<file path="src/rtl/read_iq_if.sv">
// Handshake bundle between read_iq, the upstream raw-IQ FIFO and the two FIR input FIFOs.
interface read_iq_if #(
  parameter int DATA_SIZE = 32,
  parameter int BYTE_SIZE = 8
);
  logic [BYTE_SIZE-1:0] in_dout;
  logic                 in_empty;
  logic                 in_rd_en;
  logic [DATA_SIZE-1:0] i_out_din;
  logic                 i_out_full;
  logic                 i_out_wr_en;
  logic [DATA_SIZE-1:0] q_out_din;
  logic                 q_out_full;
  logic                 q_out_wr_en;

  modport slave (
    input  in_dout, in_empty, i_out_full, q_out_full,
    output in_rd_en, i_out_din, i_out_wr_en, q_out_din, q_out_wr_en
  );

  modport master (
    output in_dout, in_empty, i_out_full, q_out_full,
    input  in_rd_en, i_out_din, i_out_wr_en, q_out_din, q_out_wr_en
  );
endinterface

</file>
<file path="src/rtl/read_iq.sv">
// Assembles I_lo, I_hi, Q_lo, Q_hi bytes into sign-extended I/Q samples for the FIR FIFOs.
// Optional feature macro READ_IQ_QUANTIZE_EN: when defined, samples are left-shifted by BITS.
module read_iq #(
  parameter int DATA_SIZE = 32,
  parameter int BYTE_SIZE = 8,
  parameter int BITS      = 10
) (
  input  logic       clock,
  input  logic       reset,
  read_iq_if.slave   bus
);

  localparam int PAIR_W = 2 * BYTE_SIZE;
`ifdef READ_IQ_QUANTIZE_EN
  localparam int SHIFT_AMT = BITS;
`else
  localparam int SHIFT_AMT = (BITS > 0) ? 0 : 0;
`endif

  typedef enum logic [2:0] {
    S_I_LO  = 3'd0,
    S_I_HI  = 3'd1,
    S_Q_LO  = 3'd2,
    S_Q_HI  = 3'd3,
    S_WRITE = 3'd4
  } state_t;

  state_t               state_q, state_d;
  logic [BYTE_SIZE-1:0] i_lo_q, i_lo_d;
  logic [BYTE_SIZE-1:0] i_hi_q, i_hi_d;
  logic [BYTE_SIZE-1:0] q_lo_q, q_lo_d;
  logic [DATA_SIZE-1:0] i_out_din_q, i_out_din_d;
  logic [DATA_SIZE-1:0] q_out_din_q, q_out_din_d;
  logic                 rd_en_s;
  logic                 wr_en_s;

  function automatic logic [DATA_SIZE-1:0] shape(input logic [PAIR_W-1:0] pair);
    logic [DATA_SIZE-1:0] ext;
    ext   = DATA_SIZE'(signed'(pair));
    shape = ext << SHIFT_AMT;
  endfunction

  // Strobes are gated by reset so nothing pops or writes while reset is held.
  always_comb begin
    rd_en_s     = reset && (state_q != S_WRITE) && !bus.in_empty;
    wr_en_s     = reset && (state_q == S_WRITE) && !bus.i_out_full && !bus.q_out_full;
    state_d     = state_q;
    i_lo_d      = i_lo_q;
    i_hi_d      = i_hi_q;
    q_lo_d      = q_lo_q;
    i_out_din_d = i_out_din_q;
    q_out_din_d = q_out_din_q;
    case (state_q)
      S_I_LO: begin
        if (rd_en_s) begin
          i_lo_d  = bus.in_dout;
          state_d = S_I_HI;
        end else begin
          state_d = S_I_LO;
        end
      end
      S_I_HI: begin
        if (rd_en_s) begin
          i_hi_d  = bus.in_dout;
          state_d = S_Q_LO;
        end else begin
          state_d = S_I_HI;
        end
      end
      S_Q_LO: begin
        if (rd_en_s) begin
          q_lo_d  = bus.in_dout;
          state_d = S_Q_HI;
        end else begin
          state_d = S_Q_LO;
        end
      end
      S_Q_HI: begin
        // Q_hi goes straight into the output register, no holding byte needed.
        if (rd_en_s) begin
          i_out_din_d = shape({i_hi_q, i_lo_q});
          q_out_din_d = shape({bus.in_dout, q_lo_q});
          state_d     = S_WRITE;
        end else begin
          state_d = S_Q_HI;
        end
      end
      S_WRITE: begin
        if (wr_en_s) begin
          state_d = S_I_LO;
        end else begin
          state_d = S_WRITE;
        end
      end
      default: state_d = S_I_LO;
    endcase
  end

  always_ff @(posedge clock or negedge reset) begin
    if (!reset) begin
      state_q     <= S_I_LO;
      i_lo_q      <= '0;
      i_hi_q      <= '0;
      q_lo_q      <= '0;
      i_out_din_q <= '0;
      q_out_din_q <= '0;
    end else begin
      state_q     <= state_d;
      i_lo_q      <= i_lo_d;
      i_hi_q      <= i_hi_d;
      q_lo_q      <= q_lo_d;
      i_out_din_q <= i_out_din_d;
      q_out_din_q <= q_out_din_d;
    end
  end

  assign bus.in_rd_en    = rd_en_s;
  assign bus.i_out_wr_en = wr_en_s;
  assign bus.q_out_wr_en = wr_en_s;
  assign bus.i_out_din   = i_out_din_q;
  assign bus.q_out_din   = q_out_din_q;

endmodule

</file>
<file path="src/flat_wrapper.sv">
// flat-port wrapper written by rule: the top's interface ports become plain ports
module read_iq_flat 
#(
  parameter int DATA_SIZE = 32,
  parameter int BYTE_SIZE = 8,
  parameter int BITS      = 10
)
  (clock, reset, bus_in_dout, bus_in_empty, bus_i_out_full, bus_q_out_full, bus_in_rd_en, bus_i_out_din, bus_i_out_wr_en, bus_q_out_din, bus_q_out_wr_en);
  read_iq_if #(.DATA_SIZE(DATA_SIZE), .BYTE_SIZE(BYTE_SIZE)) bus_i ();
  input  logic clock;
  input  logic reset;
  input wire logic [$bits(bus_i.in_dout)-1:0] bus_in_dout;
  input wire logic [$bits(bus_i.in_empty)-1:0] bus_in_empty;
  input wire logic [$bits(bus_i.i_out_full)-1:0] bus_i_out_full;
  input wire logic [$bits(bus_i.q_out_full)-1:0] bus_q_out_full;
  output wire logic [$bits(bus_i.in_rd_en)-1:0] bus_in_rd_en;
  output wire logic [$bits(bus_i.i_out_din)-1:0] bus_i_out_din;
  output wire logic [$bits(bus_i.i_out_wr_en)-1:0] bus_i_out_wr_en;
  output wire logic [$bits(bus_i.q_out_din)-1:0] bus_q_out_din;
  output wire logic [$bits(bus_i.q_out_wr_en)-1:0] bus_q_out_wr_en;
  assign bus_i.in_dout = bus_in_dout;
  assign bus_i.in_empty = bus_in_empty;
  assign bus_i.i_out_full = bus_i_out_full;
  assign bus_i.q_out_full = bus_q_out_full;
  assign bus_in_rd_en = bus_i.in_rd_en;
  assign bus_i_out_din = bus_i.i_out_din;
  assign bus_i_out_wr_en = bus_i.i_out_wr_en;
  assign bus_q_out_din = bus_i.q_out_din;
  assign bus_q_out_wr_en = bus_i.q_out_wr_en;
  read_iq #(.DATA_SIZE(DATA_SIZE), .BYTE_SIZE(BYTE_SIZE), .BITS(BITS)) u_core (.clock(clock), .reset(reset), .bus(bus_i));
endmodule
</file>
<file path="config.mk">
export PLATFORM = sky130hd
export DESIGN_NAME = read_iq_flat
export DESIGN_NICKNAME = d
export VERILOG_FILES = /design/src/rtl/read_iq_if.sv /design/src/rtl/read_iq.sv /design/src/flat_wrapper.sv
export SDC_FILE = /design/constraint.sdc
export NUM_CORES = 1
export LEC_CHECK = 0
export ABC_CLOCK_PERIOD_IN_PS = 4600
export BUFFER_PORTS_ARGS = -buffer_cell sky130_fd_sc_hd__buf_2
export CAP_MARGIN = 20
export CORE_UTILIZATION = 48
export CTS_BUF_LIST = sky130_fd_sc_hd__clkbuf_4
export DETAILED_ROUTE_END_ITERATION = 8
export MAX_ROUTING_LAYER = met4
export PLACE_DENSITY_LB_ADDON = 0.08
export REMOVE_ABC_BUFFERS = 1
export SKIP_LAST_GASP = 1
export SYNTH_ARGS = -nofsm -noshare
export SYNTH_HDL_FRONTEND = slang
export SYNTH_SLANG_ARGS = --single-unit
export TNS_END_PERCENT = 20
</file>
<file path="constraint.sdc">
create_clock -name clock -period 4.6 [get_ports clock]
set_input_delay 0.23 -clock clock [delete_from_list [all_inputs] [get_ports clock]]
set_output_delay 0.23 -clock clock [all_outputs]
set_load 0.005 [all_outputs]
</file>
=== Word-level counts from Yosys, hierarchy flattened ===
Cells that the tools add are included.
Widths: inputs -> output; s select.

* Word-level logic and storage cells: 30
* Bits of input ports: 13
* Output and inout port bits: 67
* Register bits after elaboration: 59

* Reduce and logical (&&, ||, !) cells: 13
* Equal/unequal tests: 5
* Mux-type cells: 6

{| class="wikitable"
|+ Operators with widths
! cell !! count
|-
| $pmux 3 s5 || 1
|-
| $reduce_and 2->1 || 4
|-
| $eq 3x2->1 const B || 2
|-
| $mux 3 || 2
|-
| $logic_and 1x1->1 || 5
|-
| $eq 3x1->1 const B || 1
|-
| $eq 3x3->1 const B || 1
|-
| $logic_not 1->1 || 3
|-
| $logic_not 3->1 || 1
|-
| $ne 3x3->1 const B || 1
|-
| $mux 1 || 2
|-
| $mux 2 || 1
|}

=== Logic depth before layout (Yosys ltp) ===
Gate-level depths: netlist of the first run.

* Depth after elaboration: 6
* Depth in mapped cells: 4
* Gate-level depth less buffers: 3

=== Worst setup path after synthesis of the first run ===
No wires, ideal clock.

* Path kind: register -> register
* Start point: reg u_core.state_q[2]
* End point: reg u_core.i_hi_q[0]
* Path buffers: 1
* Library setup time: 0.125 ns
* Clock period less this slack: 1.528 ns
* Setup slack: 3.072 ns
* Data required time: 4.475 ns
* Data arrival time: 1.403 ns
* Cell stages (with the launch flop): 5
* Cell sequence: dfrtp_1 > nor3b_4 > and3b_1 > buf_4 > mux2_2

* Cells in the longest elaborated chain, start to end: 4
* Elaborated cells on any way between the ends: 5
* Those cells by class: eq/ne (2); reduce/logical (3)

{| class="wikitable"
|+ Ends and longest elaborated chain
! item !! line !! RTL
|-
| start: declaration || read_iq.sv:28 || <nowiki>state_t state_q, state_d;</nowiki>
|-
| start signal: assignment || read_iq.sv:108 || <nowiki>state_q <= state_d;</nowiki>
|-
| $ne 3x3->1 || read_iq.sv:45 || <nowiki>rd_en_s = reset && (state_q != S_WRITE) && !bus.in_empty;</nowiki>
|-
| $logic_and 1x1->1 (2 in series) || read_iq.sv:45 ||
|-
| $reduce_and 2->1 (no line) * || - ||
|-
| end signal: assignment || read_iq.sv:110 || <nowiki>i_hi_q <= i_hi_d;</nowiki>
|-
| end: declaration || read_iq.sv:30 || <nowiki>logic [BYTE_SIZE-1:0] i_hi_q, i_hi_d;</nowiki>
|}

Every way passes the cells marked *; elsewhere a longest branch is shown, timed or not.
A chain may end at the register's enable or synchronous reset.

=== Final worst setup path of the first run ===
* Start point: reg u_core.state_q[2]
* End point: reg u_core.q_out_din_q[9] (netlist: u_core.bus.q_out_din[9])

* Cells in the longest elaborated chain, start to end: 4
* Elaborated cells on any way between the ends: 5
* Those cells by class: eq/ne (2); reduce/logical (3)

{| class="wikitable"
|+ Ends and longest elaborated chain
! item !! line !! RTL
|-
| $ne 3x3->1 || read_iq.sv:45 ||
|-
| $logic_and 1x1->1 (2 in series) || read_iq.sv:45 ||
|-
| $reduce_and 2->1 (no line) * || - ||
|-
| end signal: assignment || read_iq.sv:113 || <nowiki>q_out_din_q <= q_out_din_d;</nowiki>
|-
| end: declaration || read_iq.sv:33 || <nowiki>logic [DATA_SIZE-1:0] q_out_din_q, q_out_din_d;</nowiki>
|}

Marked as above.

==> results of run 1 <==
-- path summary, 6_finish.rpt --
check | startpoint | end | depth (start not counted)
setup / recovery | u_core.state_q[2] | u_core.bus.q_out_din[9] | 3
hold / removal | reset | u_core.bus.q_out_din[11] | 2
setup reg to reg | u_core.state_q[2] | u_core.bus.q_out_din[9] | 3
hold reg to reg | u_core.i_lo_q[6] | u_core.bus.i_out_din[6] | 1
max in group asynchronous | reset | u_core.state_q[0] | 2
min in group clock | bus_in_dout[6] | u_core.bus.q_out_din[14] | 2
-- flip-flops by register name, indices dropped and copies added, names as in the netlist --
name and cells:
u_core.bus.i_out_din 16, u_core.bus.q_out_din 16, u_core.i_hi_q 8, u_core.i_lo_q 8, u_core.q_lo_q 8, u_core.state_q 3
-- power by group --
group	switching (uW)	internal, uW	total (uW)
clock	195	219	414
combinational	239	451	690
sequential	171	761	932
-- kinds of logic (layout without fill, tap and decap cells) --
kind of cell              count (synthesis)  after routing  share of synthesized area [%]
muxes                                    56             56                          27.90
and+or+nand+nor                          14             14                          4.156
AOI/OAI and AO/OA                         4              4                         0.8498
buffers and inverters                    38             97                          11.05
DFF                                      59             59                          55.71
xor gates and xnor gates                  1              1                         0.3306
-- placed cells by master (no fill, tap or decap) --
cell type    n
nand3_4      1
a21oi_1      3
dfrtp_1     59
o31ai_1      1
nand2b_1     1
clkinvlp_4   1
inv_1        1
mux2_4      29
nor2_1       2
or2_2        1
nand3b_1     1
bufinv_16    2
xor2_1       1
nand2_2      1
buf_2       79
and3b_1      1
mux2_2      27
nand3b_2     1
buf_4        1
nor3b_4      1
nor2b_1      1
clkbuf_4     9
inv_6        1
nor4_1       1
nand2_1      2
clkinv_2     3
-- cells in the mapped netlist --
| master | instances |
|---|---|
| and3b_1 | 1 |
| or2_2 | 1 |
| buf_6 | 3 |
| nor3b_4 | 1 |
| mux2_4 | 29 |
| nor2_1 | 2 |
| buf_4 | 34 |
| o31ai_1 | 1 |
| xor2_1 | 1 |
| dfrtp_1 | 59 |
| nand2_2 | 1 |
| nand3b_1 | 1 |
| a21oi_1 | 3 |
| inv_1 | 1 |
| nand3b_2 | 1 |
| mux2_2 | 27 |
| nand2_1 | 2 |
| nor2b_1 | 1 |
| nand2b_1 | 1 |
| nor4_1 | 1 |
| nand3_4 | 1 |
-- stage by stage --
| step | util [%] | hold WS, ns |
|---|---|---|
| 6_report | 57.84 | 0.05875 |
| 5_1_grt | 57.84 | 0.06995 |
| 4_1_cts | 57.84 | 0.07337 |
| 3_5_place_dp | 54.78 | 0.4872 |
| 3_3_place_gp | 54.78 | 0.4828 |
| 2_1_floorplan | - | -0.06559 |
-- critical path, cell delays in order, from the launching register on --
cell and delay (ns):
dfrtp_1 0.47, nor3b_4 0.34, nand3_4 0.54, mux2_4 0.50
-- metal layers --
| metal | vias to the layer above | track usage, % | share of wire [%] |
|---|---|---|---|
| li1 | 667 | - | - |
| met1 | 720 | 23.09 | 45 |
| met2 | 54 | 24.23 | 48 |
| met3 | 8 | 3.353 | 5.3 |
| met4 | 0 | 10.38 | 1.7 |
| met5 | - | - | 0 |
-- cell type report --
| class | count | area [sq um] |
|---|---|---|
| Clock buffer | 9 | 67.56 |
| Fill cell | 444 | 2195 |
| Inverter | 1 | 3.754 |
| Clock inverter | 7 | 91.34 |
| Timing Repair Buffer | 80 | 402.9 |
| Multi-Input combinational cell | 75 | 880.8 |
| Sequential cell | 59 | 1476 |
| Tap cell | 70 | 87.58 |
==> reports/results.md, run 1 <==
| Quantity | Value |
|---|---|
| Remaining global-route overflow | 0 |
| Crit end category | flip-flop |
| Register bit total from synthesis | 59 |
| Summed negative setup slack over all endpoints | 0 ns |
| I/O pins | 80 |
| Overall fraction of global-route tracks in use | 17.23% |
| DR vias | 1449 |
| Cell count after placement | 285 |
| Final count of hold timing violations | 0 |
| Buffer count from post-CTS setup fixing | 0 |
| Sequential area share after synthesis | 55.71% |
| Count of unique library cells instantiated by Yosys | 21 |
| Maximum Capacitance Violations | 0 |
| Number of global-route vias before repair | 1431 |
| Initial antenna violation count | 0 |
| Hold_buf cts | 0 |
| Total number of nets in the final design | 239 |
| Critical path class | flip-flop to flip-flop |
| Achievable clock frequency | 505.2 MHz |
| Data required, critical path | 4.88 ns |
| Worst-case register-to-register setup slack | 2.62 ns |
| Pins Over Slew Limit | 0 |
| Clk sinks | 59 |
| Global placer's final weighted congestion | 0.7395 |
| Die Y-Extent | 76.30 um |
| Arrival @ worst endpoint | 2.26 ns |
| DRT antenna net count | 0 |
| Top cells by area, synth | dfrtp_1 56%, mux2_4 16%, mux2_2 11% |
| Area Overhead vs Synth | 13.60% |
| Ratio of routed vias to standard cells | 4.814 |
| Final cycle utilization of the critical path | 43.03% |
| Full die area | 0.005822 sq mm |
| Detailed-router iteration count before antenna repair | 4 |
| TritonCTS buffer count | 9 |
| Library cell with the largest summed area after synthesis | dfrtp_1 |
| Worst min path class | input port to async pin |
| Worst-skew pair later-pin latency | 0.39 ns |
| Final-report setup violation count | 0 |
| Gate Count Post-Synth | 172 |
| Buffer type at the clock tree root | clkbuf_4 |
| Wire length after detailed routing | 4.383 mm |
| Syn avg cell area | 15.41 sq um |
| Floorplan core area | 0.005205 sq mm |
| Total power divided by cell area | 676.2 mW/mm^2 |
| Wire length of the first global-routing pass | 7.307 mm |
| Maximum fanout encountered on the critical timing path | 33 |
| Final instance area | 0.003010 sq mm |
| Worst slack at placement | 2.623 ns |
| Share of layout cells above drive strength 1 | 67.97% |
| CTS tree | built |
| Maximum vdd ir drop | 443.3 uV |
| Setup slack after layout | 2.621 ns |
| Maximum number of pins on one net before global-route repair | 63 |
| Total power consumption of the routed design | 2036 uW |
| PortBufs | 79 |
| Cells resized by post-CTS repair | 0 |
| Number of DRC violations after detailed-routing iteration 0 | 53 |
| Yosys warnings | 0 |
| LEAKAGE | 0.001634 uW |
| Clock period minus final worst setup slack | 1.979 ns |
| Average wire per cell in the routed design | 14.56 um |
| Synth Cell Area | 0.002650 sq mm |
| Floorplan row count | 26 |
| Floorplan die width | 76.30 um |
| Relative max-transition margin | 50.36% |
| Slew at the pin closest to its max-slew limit | 0.7446 ns |
| Buffer depth of the longest clock path | 2 |
| Clock slew seen by the registers of the worst setup and hold paths | 0.10 ns |
| Area of placed instances | 0.002851 sq mm |
| Initial Util | 50.91% |
| Post-route insts no fill | 301 |
| Number of H-tree levels | 3 |
| Kind of launch point of the worst setup path | flip-flop |
| Run status | finished clean |
| Residual DRC | 0 |
| Final worst clock skew | 0.009845 ns |
| Number of antenna repair diodes | 0 |
| DP HPWL | 2.944 mm |
| RSZ-0062 raised after global routing | no |
| Proportion of netlist area held by the largest area contributor | 55.71% |
(Power assumes the default switching activity.)
==> inputs of run 2 (changes only) <==
--- a/config.mk
+++ b/config.mk
@@ -5,7 +5,8 @@
 export SDC_FILE = /design/constraint.sdc
 export NUM_CORES = 1
 export LEC_CHECK = 0
-export ABC_CLOCK_PERIOD_IN_PS = 4600
+export ABC_AREA = 1
+export ABC_CLOCK_PERIOD_IN_PS = 1800
 export BUFFER_PORTS_ARGS = -buffer_cell sky130_fd_sc_hd__buf_2
 export CAP_MARGIN = 20
 export CORE_UTILIZATION = 48
==> constraint.sdc (replaced) <==
create_clock -name clock -period 1.8 [get_ports clock]
set_input_delay 0.09 -clock clock [delete_from_list [all_inputs] [get_ports clock]]
set_output_delay 0.09 -clock clock [all_outputs]
set_load 0.005 [all_outputs]
==> run 2 against run 1 <==
Worst hold slack improved by 0.021 ns. Flip-flop and latch count unchanged. Global-route usage up 5.8 points. Sequential share of layout area is 0.92 points lower. Critical endpoint is now bus_i_out_wr_en. Critical path type is now input port to output port. Clock skew barely moved. Count of clock-buffer cells in the layout is 1 higher. Via count rose by 48%.
==> reports/results.md, run 2 <==
| Quantity | Value | Change |
|---|---|---|
| Run status | finished clean |  |
| Share of layout cells above drive strength 1 | 29.78% | -38 points |
| Worst flop-to-flop path endpoint | u_core.bus.q_out_din[12] |  |
| Number of global-route vias before repair | 2090 | +46% |
| CTS tree | built |  |
| Area Overhead vs Synth | 16.98% |  |
| Cell with the biggest individual delay on the critical path | dlygate4sd3_1 |  |
| Worst-case register-to-register setup slack | 0.44 ns | -2.18 ns |
| Worst-path cell chain | dlygate4sd3_1, buf_2, inv_1, nor3_1, nor2b_1, buf_2 |  |
| Pins Over Slew Limit | 0 | unchanged |
| Synth Cell Area | 0.002623 sq mm | -1.0% |
| Setup slack after layout | 0.2211 ns | -2.400 ns |
| Final worst clock skew | 0.01029 ns | +0.0004406 ns |
| Die Y-Extent | 75.92 um | -0.50% |
| Total power divided by cell area | 1559 mW/mm^2 | +130% |
| Final core area utilization | 59.31% | +1.5 points |
| Initial antenna violation count | 0 | unchanged |
| Number of H-tree levels | 3 | unchanged |
| Initial Util | 50.70% | -0.21 points |
| Capture endpoint of the worst hold path | u_core.state_q[0] |  |
| Library cell with the largest summed area after synthesis | dfrtp_1 |  |
| Sequential area share after synthesis | 56.30% | +0.58 points |
| Maximum number of pins on one net before global-route repair | 56 | -11% |
| Gate Count Post-Synth | 298 | +73% |
| Clk sinks | 59 | unchanged |
| Top cells by area, synth | dfrtp_1 56%, nand2_1 16%, buf_4 10% |  |
| Full die area | 0.005763 sq mm | -1.0% |
| LEAKAGE | 0.001755 uW | +7.4% |
| Number of cells on the worst hold path | 4 |  |
| Number of antenna repair diodes | 0 | unchanged |
| Floorplan core area | 0.005172 sq mm | -0.62% |
| Maximum single-stage delay on the critical path | 0.54 ns | about the same |
| Achievable clock frequency | 633.4 MHz |  |
| Async S/R FF share, synth | 100.0% | unchanged |
| PortBufs | 79 | unchanged |
| FF/Latch Area | 0.001476 sq mm | unchanged |
| Maximum fanout encountered on the critical timing path | 8 | -76% |
| Worst min path class | input port to flip-flop |  |
| DRT antenna net count | 0 | unchanged |
| Clock period minus final worst setup slack | 1.579 ns |  |
| Top flip-flop cell by instance count after synthesis | dfrtp_1 |  |
| Final count of hold timing violations | 0 | unchanged |
| Data required, critical path | 1.71 ns | -3.17 ns |
| Register bit total from synthesis | 59 | unchanged |
| Proportion of netlist area held by the largest area contributor | 56.30% | +0.58 points |
| Worst Hold Slack | 0.07939 ns | +0.02064 ns |
| Maximum vdd ir drop | 748.3 uV | +69% |
| Critical path class | input port to output port |  |
| Wire length of the first global-routing pass | 9.936 mm | +36% |
| Wire length after detailed routing | 5.897 mm | +35% |
| RSZ-0062 raised after global routing | no |  |
| Beginning of the worst register-to-register path | u_core.state_q[0] |  |
| Floorplan row count | 26 | unchanged |
| Average wire per cell in the routed design | 13.53 um | -7.1% |
| Syn avg cell area | 8.800 sq um | -43% |
| Final-report setup violation count | 0 | unchanged |
| Relative max-transition margin | 53.17% | +2.8 points |
| Overall fraction of global-route tracks in use | 23.03% | +5.8 points |
| Buffer type at the clock tree root | clkbuf_4 |  |
| Multi-input combinational cell area | 817.0 sq um | -7.2% |
| Number of DRC violations after detailed-routing iteration 0 | 107 | +100% |
| Residual DRC | 0 | unchanged |
| Global placer's final weighted congestion | 0.8267 | +12% |
| Count of unique library cells instantiated by Yosys | 19 | -9.5% |
| Post-synth top cells | 115 x nand2_1, 59 x dfrtp_1, 36 x buf_4, 33 x o21ai_0, 26 x nand3_1 |  |
| Remaining global-route overflow | 0 | unchanged |
| Floorplan die width | 75.92 um | -0.50% |
| Total number of nets in the final design | 376 | +57% |
| Ratio of routed vias to standard cells | 4.913 | +2.1% |
| DP HPWL | 3.817 mm | +30% |
| Slew at the pin closest to its max-slew limit | 0.7024 ns | -0.04219 ns |
| Detailed-router iteration count before antenna repair | 4 | unchanged |
| Number of enable-type register cells in the synthesized netlist | 0 | unchanged |
| Number of cells traversed by the worst register-to-register path | 4 | +1 |
| Cells resized by post-CTS repair | 0 | unchanged |
| Worst-skew pair later-pin latency | 0.40 ns | about the same |
| Maximum Capacitance Violations | 0 | unchanged |
| Kind of launch point of the worst setup path | input port |  |
| Yosys warnings | 0 | unchanged |
| Summed negative setup slack over all endpoints | 0 ns | unchanged |
| Final cycle utilization of the critical path | 87.72% |  |
| Clock slew seen by the registers of the worst setup and hold paths | 0.09 ns | about the same |
| Commonest cells after routing, fill and taps aside | 115 x nand2_1, 79 x buf_2, 59 x dfrtp_1 |  |
| Buffer depth of the longest clock path | 2 | unchanged |
| Hold path start | bus_in_empty |  |
| Most common cell after layout, fill and taps aside | nand2_1 |  |
| Worst slack at placement | 0.4604 ns | -2.163 ns |
| DR vias | 2142 | +48% |
| TritonCTS buffer count | 9 | unchanged |
| Cell repeated most along the worst path | buf_2 |  |
| Crit end category | output port |  |
| Cell with the most instances after synthesis | nand2_1 |  |
| Arrival @ worst endpoint | 1.49 ns | -0.77 ns |
| Fillers | 505 | +14% |
| I/O pins | 80 | unchanged |
==> run 2: layer usage <==
metal | vias to the layer above | track usage [%] | part of all wire, %
li1 | 1054 | - | -
met5 | - | - | 0
met4 | 0 | 8.846 | 1.9
met3 | 12 | 5.060 | 4.6
met1 | 1012 | 29.98 | 47
met2 | 64 | 35.36 | 46
==> run 2: per-stage QoR <==
step | cells | total power, uW | cell area (sq um)
floorplan | 254 | 3090 | 2320
global placement | 411 | 4024 | 2863
detailed placement | 411 | 4070 | 2863
CTS | 436 | 4823 | 3068
global route | 436 | 5216 | 3068
finish | 436 | 4782 | 3068
==> run 2: logic make-up (layout without fill, tap and decap cells) <==
kind of cell	count (synthesis)	in the layout	synth area share, %
simple gates	152	152	24.28
flops	59	59	56.30
buf+inv	51	119	12.55
compound gates	36	36	6.870
==> run 2: critical path: cells and delay by family <==
family | cells | cell delay, ns
and+or+nand+nor | 2 | 0.38
buffers and inverters | 4 | 1.01
==> run 2: power breakdown <==
part	leakage, uW	switching (uW)	internal (uW)
Sequential	0.000752	366	1920
Combinational	0.000941	990	768
Clock	0.0000616	465	275
Total	0.00175	1820	2960
==> run 2: what timing repair did <==
action / 4_1_cts / 5_1_grt
hold buffers: 11 / 0
setup buffers: 0 / 0
endpoints found under the hold margin: 37 / 0
==> run 2: worst max-delay path by stage <==
stage,startpoint,end,slack (ns),cells past startpoint
after floorplan,u_core.state_q[0],u_core.bus.i_out_din[15],0.31,4
after global placement,reset,u_core.i_hi_q[1],0.46,6
after detailed placement,u_core.state_q[2],u_core.bus.i_out_din[13],0.46,5
after CTS,reset,bus_q_out_wr_en,0.27,6
after global routing,u_core.state_q[0],bus_q_out_wr_en,0.09,4
final,reset,bus_i_out_wr_en,0.22,6
==> run 2: final cells by class <==
class / count / share of cell area (%)
sequential: 59 / 48.12
timing repair buffer: 98 / 18.43
tap: 70 / 2.855
clock inverter: 4 / 0.6525
clock buffer: 10 / 2.447
inverter: 7 / 0.8564
multi-input combinational: 188 / 26.63
